`src/rtl/jpeg_enc_pkg.sv`:
```
// ----------------------------------------------------------------------------
// jpeg_enc_pkg
// Shared constants and types for the JPEG encoder quantisation/zigzag stage.
//   DU_SIZE  : coefficients per data unit (8x8 block)
//   DCT_W    : signed DCT coefficient width
//   FDTBL_W  : unsigned fdtbl scale width
//   ZZ_W     : signed quantised output width
//   IDX_W    : natural / zigzag index width
//   PROD_W   : signed coefficient x scale product width
//   state_e  : quantiser sequencing FSM states
// ----------------------------------------------------------------------------
package jpeg_enc_pkg;

  localparam int DU_SIZE = 64;
  localparam int DCT_W   = 18;
  localparam int FDTBL_W = 8;
  localparam int ZZ_W    = 15;
  localparam int IDX_W   = 6;
  localparam int PROD_W  = DCT_W + FDTBL_W;

  localparam logic [IDX_W-1:0] LAST_IDX = IDX_W'(DU_SIZE - 1);

  typedef enum logic [1:0] {
    IDLE  = 2'd0,
    RUN   = 2'd1,
    DRAIN = 2'd2,
    DONE  = 2'd3
  } state_e;

endpackage

```
`src/rtl/jpeg_enc_quant_round.sv`:
```
// ----------------------------------------------------------------------------
// jpeg_enc_quant_round
// Combinational round-half-up, arithmetic right shift by QSHIFT, then either
// saturate to the ZZ_W signed range or wrap to the low ZZ_W bits.
//   prod  in  PROD_W  signed coefficient x fdtbl product
//   q     out ZZ_W    quantised value (two's complement)
// Build option: define JE_QUANT_SAT_EN to clamp to [-16384, 16383];
// without it the result wraps.
// ----------------------------------------------------------------------------
module jpeg_enc_quant_round
  import jpeg_enc_pkg::*;
#(
  parameter int QSHIFT = 10
) (
  input  logic signed [PROD_W-1:0] prod,
  output logic        [ZZ_W-1:0]   q
);

  // One extra bit so adding the rounding constant can never overflow.
  localparam int SUM_W = PROD_W + 1;
  localparam logic signed [SUM_W-1:0] RND = SUM_W'(1) << (QSHIFT - 1);

  logic signed [SUM_W-1:0] sum;
  logic signed [SUM_W-1:0] shr;

  assign sum = $signed({prod[PROD_W-1], prod}) + RND;
  assign shr = sum >>> QSHIFT;

`ifdef JE_QUANT_SAT_EN
  localparam logic signed [SUM_W-1:0] SAT_MAX = SUM_W'((2 ** (ZZ_W - 1)) - 1);
  localparam logic signed [SUM_W-1:0] SAT_MIN = SUM_W'(-(2 ** (ZZ_W - 1)));

  always_comb begin
    q = shr[ZZ_W-1:0];
    if (shr > SAT_MAX)      q = SAT_MAX[ZZ_W-1:0];
    else if (shr < SAT_MIN) q = SAT_MIN[ZZ_W-1:0];
  end
`else
  // Wrap mode deliberately drops the high bits of the rounded value.
  logic unused_hi;
  assign unused_hi = ^shr[SUM_W-1:ZZ_W];
  assign q         = shr[ZZ_W-1:0];
`endif

endmodule

```
`src/rtl/jpeg_enc_quant_zz.sv`:
```
// ----------------------------------------------------------------------------
// jpeg_enc_quant_zz
// Quantisation + zigzag reorder of one 64-coefficient block. Walks natural
// index 0..63 across DCTDU RAM, fdtbl ROM and zigzag index ROM in lockstep,
// multiplies coefficient by scale, rounds/shifts (jpeg_enc_quant_round) and
// writes the result into ZIGZAG DU RAM at the ROM-supplied position.
//   clk, reset       clock, synchronous active-high reset
//   start, comp_uv   block request (IDLE only); table select latched at start
//   busy, done       busy for the block, one-cycle done after last write
//   dctdu_ram_ar/do  coefficient read address / data (1-cycle latency)
//   fdtbl_rom_a/d    {comp_uv, idx} / unsigned scale (1-cycle latency)
//   zzidx_rom_a/d    natural index / zigzag destination (1-cycle latency)
//   zzdu_ram_aw/di/we  quantised write port
// Build option: JE_QUANT_SAT_EN selects saturation instead of wrap.
// Timing: start sampled in cycle 0, addresses k in cycle k+1, write for k in
// cycle k+3, done in cycle 67.
// ----------------------------------------------------------------------------
module jpeg_enc_quant_zz
  import jpeg_enc_pkg::*;
#(
  parameter int QSHIFT = 10
) (
  input  logic              clk,
  input  logic              reset,
  input  logic              start,
  input  logic              comp_uv,
  output logic              busy,
  output logic              done,
  output logic [IDX_W-1:0]  dctdu_ram_ar,
  input  logic [DCT_W-1:0]  dctdu_ram_do,
  output logic [IDX_W:0]    fdtbl_rom_a,
  input  logic [FDTBL_W-1:0] fdtbl_rom_d,
  output logic [IDX_W-1:0]  zzidx_rom_a,
  input  logic [IDX_W-1:0]  zzidx_rom_d,
  output logic [IDX_W-1:0]  zzdu_ram_aw,
  output logic [ZZ_W-1:0]   zzdu_ram_di,
  output logic              zzdu_ram_we
);

  state_e                    state_q,   state_d;
  logic [IDX_W-1:0]          idx_q,     idx_d;
  logic                      comp_uv_q, comp_uv_d;
  logic                      drain_q,   drain_d;
  logic [2:1]                vld_pipe_q, vld_pipe_d;
  logic signed [PROD_W-1:0]  prod_q,    prod_d;
  logic [IDX_W-1:0]          zz_q,      zz_d;

  // vld_pipe[0]: addresses issued; [1]: memory data present; [2]: write.
  logic [2:0]                vld_pipe;
  logic signed [PROD_W-1:0]  prod_c;
  logic [ZZ_W-1:0]           q_c;

  assign vld_pipe[0]   = (state_q == RUN);
  assign vld_pipe[2:1] = vld_pipe_q;

  // Both operands widened to the product width so the multiply is done
  // fully signed at 26 bits (the scale is zero-extended as unsigned).
  assign prod_c = $signed({{FDTBL_W{dctdu_ram_do[DCT_W-1]}}, dctdu_ram_do}) *
                  $signed({{DCT_W{1'b0}}, fdtbl_rom_d});

  // --------------------------------------------------------------------------
  // Sequencing FSM
  // --------------------------------------------------------------------------
  always_comb begin
    state_d   = state_q;
    idx_d     = idx_q;
    comp_uv_d = comp_uv_q;
    drain_d   = drain_q;
    unique case (state_q)
      IDLE: begin
        if (start) begin
          state_d   = RUN;
          idx_d     = '0;
          comp_uv_d = comp_uv;
        end
      end
      RUN: begin
        if (idx_q == LAST_IDX) begin
          state_d = DRAIN;
          idx_d   = '0;
          drain_d = 1'b0;
        end else begin
          idx_d = idx_q + 1'b1;
        end
      end
      DRAIN: begin
        // Two cycles so the last index clears stage B and stage C.
        drain_d = 1'b1;
        if (drain_q) state_d = DONE;
      end
      DONE:    state_d = IDLE;
      default: state_d = IDLE;
    endcase
  end

  // --------------------------------------------------------------------------
  // Datapath pipeline
  // --------------------------------------------------------------------------
  always_comb begin
    vld_pipe_d = vld_pipe[1:0];
    prod_d     = prod_q;
    zz_d       = zz_q;
    if (vld_pipe[1]) begin
      prod_d = prod_c;
      zz_d   = zzidx_rom_d;
    end
  end

  always_ff @(posedge clk) begin
    if (reset) begin
      state_q    <= IDLE;
      idx_q      <= '0;
      comp_uv_q  <= 1'b0;
      drain_q    <= 1'b0;
      vld_pipe_q <= '0;
      prod_q     <= '0;
      zz_q       <= '0;
    end else begin
      state_q    <= state_d;
      idx_q      <= idx_d;
      comp_uv_q  <= comp_uv_d;
      drain_q    <= drain_d;
      vld_pipe_q <= vld_pipe_d;
      prod_q     <= prod_d;
      zz_q       <= zz_d;
    end
  end

  jpeg_enc_quant_round #(
    .QSHIFT (QSHIFT)
  ) u_round (
    .prod (prod_q),
    .q    (q_c)
  );

  // --------------------------------------------------------------------------
  // Outputs
  // --------------------------------------------------------------------------
  assign busy         = (state_q != IDLE);
  assign done         = (state_q == DONE);
  assign dctdu_ram_ar = idx_q;
  assign fdtbl_rom_a  = {comp_uv_q, idx_q};
  assign zzidx_rom_a  = idx_q;
  // Write port is forced to zero when idle so stale stage registers never
  // show up on the RAM interface.
  assign zzdu_ram_we  = vld_pipe[2];
  assign zzdu_ram_aw  = vld_pipe[2] ? zz_q : '0;
  assign zzdu_ram_di  = vld_pipe[2] ? q_c  : '0;

endmodule
```
`config.mk`:
```
export PLATFORM = sky130hd
export DESIGN_NAME = jpeg_enc_quant_zz
export DESIGN_NICKNAME = d
export VERILOG_FILES = /design/src/rtl/jpeg_enc_pkg.sv /design/src/rtl/jpeg_enc_quant_round.sv /design/src/rtl/jpeg_enc_quant_zz.sv
export SDC_FILE = /design/constraint.sdc
export NUM_CORES = 1
export LEC_CHECK = 0
export ABC_CLOCK_PERIOD_IN_PS = 4550
export BUFFER_PORTS_ARGS = -buffer_cell sky130_fd_sc_hd__buf_2
export CAP_MARGIN = 25
export CORE_MARGIN = 2
export CORE_UTILIZATION = 36
export DETAILED_ROUTE_END_ITERATION = 6
export HOLD_SLACK_MARGIN = 0.1
export PLACE_DENSITY = 0.6
export RECOVER_POWER = 50
export SLEW_MARGIN = 10
export SYNTH_ARGS = -nofsm -noshare
export SYNTH_HDL_FRONTEND = slang
export SYNTH_SLANG_ARGS = --single-unit
```
`constraint.sdc`:
```
create_clock -name clk -period 4.55 [get_ports clk]
set_clock_uncertainty 0.2 [all_clocks]
set_input_delay 0.2275 -clock clk [delete_from_list [all_inputs] [get_ports clk]]
set_output_delay 0.2275 -clock clk [all_outputs]
set_load 0.01 [all_outputs]
```
==> run_results.csv, run 1 <==
group,metric,value,unit
global_route,grt_max_degree,24,
logic_synthesis,syn_inst,753,
global_route,grt_use_total,14.28,%
routing,drt-total-wl,13510,µm
power,p_per_area,544.3,nW/µm²
power,p_leak,0.003992,µW
place,gp_congestion,0.8285,
routing,via_per_inst,4.456,
final_layout,mostFrequentLayoutCells,"inv_1 (158), fa_1 (106), and2_1 (93)",
power,ir_drop,254.4,µV
place,dp_cells,1096,
cts,path_clk_slew,0.06,ns
timing,period_share,97.12,%
worst_setup_path,required,4.52,ns
final_layout,nNetsFinal,1081,
final_layout,fin_cells,1116,
die,ios,79,
timing,finalMaxSlewViolations,0,
power,comb_power_share,79.1,%
worst_setup_path,critPathMaxFanout,8,
cts,clk_path_buf_depth,2,
logic_synthesis,synth_top_family_by_area,"adder cells",
routing,drcViolationCount,0,
cts,cts_tree,"built",
power,p_clk_share,10.2,%
timing,setup_viol,0,
worst_setup_path,cp-end-kind,"flip-flop",
place,numPortBuffers,78,
die,start_util,36.33,%
final_layout,diodes,0,
worst_setup_path,arrival,4.39,ns
timing,hold_violations,0,
final_layout,layout_commonest_cell,"inv_1",
logic_synthesis,synthArstFlopShare,0,%
logic_synthesis,syn_nets,948,
cts,cts_root_buf,"clkbuf_16",
worst_setup_path,start_kind,"input port",
power,p_sw,1898,µW
logic_synthesis,avgSynthCellArea,8.609,µm²
routing,dr.pass1.iters,4,
logic_synthesis,synth_mux_area_share,1.544,%
global_route,antenna_found_initial,0,
status,status,"completed",
logic_synthesis,ys_types,49,
place,hpwl,11470,µm
cts,htreeDepth,2,
logic_synthesis,synth_seq_area_share,10.50,%
job,maxCapViolations,0,
logic_synthesis,syn_area,6482,µm²
global_route,grt-ovfl-total,0,
die,die_area,19100,µm²
logic_synthesis,synth-xor-area-share,4.864,%
routing,ant_nets,0,
power,seq_power_share,10.7,%
logic_synthesis,synthAdderAreaFrac,43.20,%
timing,relSlewSlack,49.49,%
final_layout,syn2layout_area_growth,22.76,%
timing,tightest_slew,0.7549,ns
cts,clock_latency,0.28,ns
logic_synthesis,synth_ff_type,"dfxtp_1",
routing,vias,4973,
timing,whs,0.1579,ns
cts,cts_buffers,5,
final_layout,final_core_util,44.60,%
logic_synthesis,synth-compound-area-share,7.894,%
cts,cts_sinks,34,
global_route,grt_pass1_vias,4916,
die,dieHeight,138.2,µm
power,p_sw_share,43.81,%
die,dieWidth,138.2,µm
timing,period_needed,4.419,ns
routing,routedWlPerCell,12.11,µm
routing,drt_iter0_drc,145,
worst_setup_path,criticalPathCategory,"in2reg",
timing,fin_tns_setup,0,ns
final_layout,drive_above_1_share,18.15,%
die,core-area,17840,µm²
power,internal_power,2434,µW
timing,fmax,226.3,MHz
logic_synthesis,synth_edf_count,0,
timing,rsz0062_at_grt,"true",
logic_synthesis,ys_ff_latch,34,
min_path,hold_path.class,"in2reg",
global_route,grt_pass1_wl,23340,µm
logic_synthesis,synth_warnings,0,
logic_synthesis,synth-simple-area-share,20.00,%
die,fp-row-count,49,
[final cells by class]
cell class	count	area [µm²]
Fill cell	1768	9883
Multi-Input combinational cell	526	5169
Timing Repair Buffer	160	1031
Sequential cell	34	680.7
Inverter	159	596.8
Tap cell	229	286.5
Clock buffer	5	125.1
Clock inverter	3	68.82
[path summary, 6_finish.rpt]
kind | from | endpoint | slack, ns | depth (start not counted)
worst max-delay path | fdtbl_rom_d[5] | prod_q[19] | 0.13 | 15
worst min-delay path | reset | vld_pipe_q[1] | 0.16 | 2
worst max register to register | state_q[0] | comp_uv_q | 2.28 | 6
worst min register to register | zz_q[2] | zz_q[2] | 0.28 | 2
[cells in the mapped netlist, drive strengths merged (3+ instances only)]
cell    instances  share of area [%]
o21a            3               0.35
inv           159                9.2
nand3          13                1.0
nand2b          3               0.29
a22o           10                1.4
a21oi          21                1.6
nor2b           3               0.29
xor2            8                1.1
or3             3               0.29
dfxtp          34                 10
mux2i          10                1.5
nor2           26                1.5
o21ai          11               0.91
o31ai           4               0.68
fa            108                 33
nor3            3               0.23
o21bai          4               0.46
and3            7               0.68
a21o            3               0.37
nor4            3               0.39
a211oi          3               0.35
and2           95                9.2
nand2          85                4.9
clkbuf         18                1.0
xnor2          28                3.8
ha             51                9.8
buf            16                1.8
nand4           4               0.39
[power by group through the flow]
stage / Sequential, µW / Clock, µW / Combinational [µW]
after global placement: 467 / 0 / 3160
after global routing: 478 / 464 / 3880
final: 463 / 441 / 3430
after floorplan: 439 / 0 / 2140
after CTS: 464 / 450 / 3220
after detailed placement: 470 / 0 / 3200
[timing repair]
item                                    4_1_cts  5_1_grt
setup buffers                                 0        2
hold endpoints to repair                      7        0
endpoints found under the setup margin        0       11
resized for setup                             0       37
hold buffers                                  9        0
[routing by layer]
metal	GRT usage, %	up-vias	wire length (µm)
li1	-	2557	-
met1	22.28	2321	7348
met2	22.09	89	5646
met3	1.108	6	423
met4	2.256	0	93
met5	0	-	0
[state kept, by name (all words and copies together), names as in the netlist]
register,count
dctdu_ram_ar,6
vld_pipe_q,2
drain_q,1
zz_q,6
comp_uv_q,1
state_q,2
prod_q,16
[logic make-up (layout without fill, tap and decap cells)]
kind of cell    after synthesis  after routing
flops                        34             34
mux                          10             10
compound gates               69             69
buf+inv                     193            327
fa+ha+maj                   159            159
simple gates                252            252
xor+xnor                     36             36
[critical path, cell delays in order]
cell and delay, ns:
clkbuf_4 0.15, and2_1 0.18, fa_1 0.55, fa_1 0.45, fa_1 0.54, inv_1 0.05
fa_1 0.53, inv_1 0.06, ha_4 0.24, a41o_1 0.28, a2111oi_4 0.30, buf_4 0.20
nor4_4 0.05, or3_1 0.35, a32o_1 0.24
[through the flow]
stage | setup slack, ns | total power, µW | cell area [µm²]
after global routing | -0.01052 | 4819 | 7958
final | 0.1310 | 4331 | 7958
after global placement | -0.1878 | 3630 | 7533
after detailed placement | -0.2358 | 3669 | 7533
after floorplan | -0.02111 | 2575 | 6556
after CTS | 0.06989 | 4135 | 7818
Note: power is estimated with default switching activity, not from simulation.
==> inputs of run 2 (changes only) <==
- CORE_UTILIZATION: 36 -> 55
- PLACE_DENSITY: 0.6 -> 0.83
==> run_results.csv, run 2 (same netlist as run 1, synthesis figures left out) <==
group,metric,value,unit
power,ir_drop,424.5,µV
worst_setup_path,start_kind,"input port",
routing,drcViolationCount,0,
routing,drt-total-wl,14620,µm
power,p_per_area,539.6,nW/µm²
place,gp_congestion,0.8827,
worst_setup_path,slowest_delay,0.54,ns
final_layout,fin_cells,1027,
timing,hold_violations,0,
worst_setup_path,criticalPathCategory,"in2reg",
timing,period_needed,4.418,ns
final_layout,mostFrequentLayoutCells,"inv_1 (158), fa_1 (106), and2_1 (92)",
final_layout,drive_above_1_share,18.10,%
timing,tightest_slew,0.7979,ns
power,seq_power_share,11.1,%
die,ios,79,
timing,fmax,226.4,MHz
routing,drt_iter0_drc,277,
place,numPortBuffers,78,
power,p_sw_share,45.64,%
power,comb_power_share,80.9,%
die,fp-row-count,39,
global_route,grt_pass1_wl,25100,µm
die,die_area,12670,µm²
die,start_util,56.53,%
final_layout,largest_reg_flops,16,
die,core-area,11470,µm²
worst_setup_path,required,4.52,ns
global_route,antenna_found_initial,0,
cts,clk_path_buf_depth,2,
power,internal_power,2291,µW
cts,clock_latency,0.27,ns
global_route,grt_max_degree,24,
cts,cts_sinks,34,
final_layout,diodes,0,
worst_setup_path,cpLargestDelayFamily,"adder cells",
final_layout,nNetsFinal,1078,
routing,ant_nets,0,
final_layout,syn2layout_area_growth,20.48,%
worst_setup_path,arrival,4.38,ns
final_layout,regMostFlops,"prod_q",
die,dieWidth,112.6,µm
worst_setup_path,cp_cell_sequence,"clkbuf_4 -> buf_4 -> nand2_1 -> fa_1 -> inv_1 -> fa_1 -> ha_1 -> inv_1 -> fa_1 -> inv_1 -> ha_1 -> nand4b_1 -> o21ai_2 -> a2111oi_4 -> buf_4 -> nor4_4 -> or3_1 -> a32o_1",
cts,cts_tree,"built",
power,p_sw,1923,µW
cts,cts_root_buf,"clkbuf_16",
timing,fin_tns_setup,0,ns
power,p_clk_share,8.0,%
timing,relSlewSlack,46.61,%
power,p_leak,0.003969,µW
job,maxCapViolations,0,
worst_setup_path,cp-end-kind,"flip-flop",
die,dieHeight,112.6,µm
routing,dr.pass1.iters,4,
status,status,"completed",
place,dp_cells,1009,
worst_setup_path,crit_buf_inv,6,
global_route,grt_use_total,23.99,%
place,hpwl,12020,µm
min_path,hold_path.class,"in2reg",
timing,finalMaxSlewViolations,0,
cts,path_clk_slew,0.05,ns
routing,vias,5377,
timing,period_share,97.09,%
cts,cts_buffers,5,
place,dp_slack,-0.2303,ns
routing,routedWlPerCell,14.23,µm
global_route,grt-ovfl-total,0,
timing,worst_slack,0.1323,ns
global_route,grt_pass1_vias,5706,
routing,via_per_inst,5.236,
worst_setup_path,critPathMaxFanout,7,
cts,htreeDepth,2,
timing,setup_viol,0,
final_layout,final_core_util,68.11,%
final_layout,layout_commonest_cell,"inv_1",
worst_setup_path,cp_slowest_cell,"fa_1",
## run 2: layout make-up
| cell class | instances | area [µm²] |
|---|---|---|
| Multi-Input combinational cell | 526 | 5179 |
| Fill cell | 861 | 3657 |
| Timing Repair Buffer | 157 | 1027 |
| Sequential cell | 34 | 680.7 |
| Inverter | 159 | 596.8 |
| Tap cell | 143 | 178.9 |
| Clock buffer | 7 | 142.6 |
| Clock inverter | 1 | 5.005 |
## run 2: path summary, 6_finish.rpt
kind                    to  cells past startpoint  slack (ns)           start
max             prod_q[19]                     18        0.13  fdtbl_rom_d[2]
min          vld_pipe_q[1]                      2        0.17           reset
max reg2reg      comp_uv_q                      6        2.21      state_q[0]
min reg2reg        zz_q[1]                      2        0.28         zz_q[1]
## run 2: metal layers
metal | wire length [µm] | vias up | part of all wire [%] | track usage, %
li1 | - | 2547 | - | -
met1 | 5735 | 2676 | 39 | 27.96
met2 | 8055 | 118 | 55 | 46.03
met3 | 414 | 36 | 2.8 | 1.998
met4 | 411 | 0 | 2.8 | 7.967
met5 | 0 | - | 0 | 0
## run 2: through the flow
| step | power (µW) | instance area [µm²] | hold WS, ns |
|---|---|---|---|
| 3_3_place_gp | 3490 | 7443 | 0.2440 |
| 4_1_cts | 3982 | 7681 | 0.1638 |
| 5_1_grt | 4672 | 7810 | 0.1882 |
| 6_report | 4214 | 7810 | 0.1669 |
| 3_5_place_dp | 3611 | 7443 | 0.2528 |
| 2_1_floorplan | 2575 | 6556 | 0.1062 |
## run 2: timing repair
action / in CTS / in global routing
resized for setup: 0 / 38
buffers inserted: 0 / 1
setup endpoints to repair: 0 / 13
hold endpoints to repair: 7 / 0
hold buffers: 9 / 0
## run 2: power by group through the flow
stage	registers [µW]	logic [µW]	clock network (µW)
2_1_floorplan	439	2140	0
3_3_place_gp	468	3020	0
3_5_place_dp	471	3140	0
4_1_cts	468	3170	342
5_1_grt	483	3830	357
6_report	469	3410	336
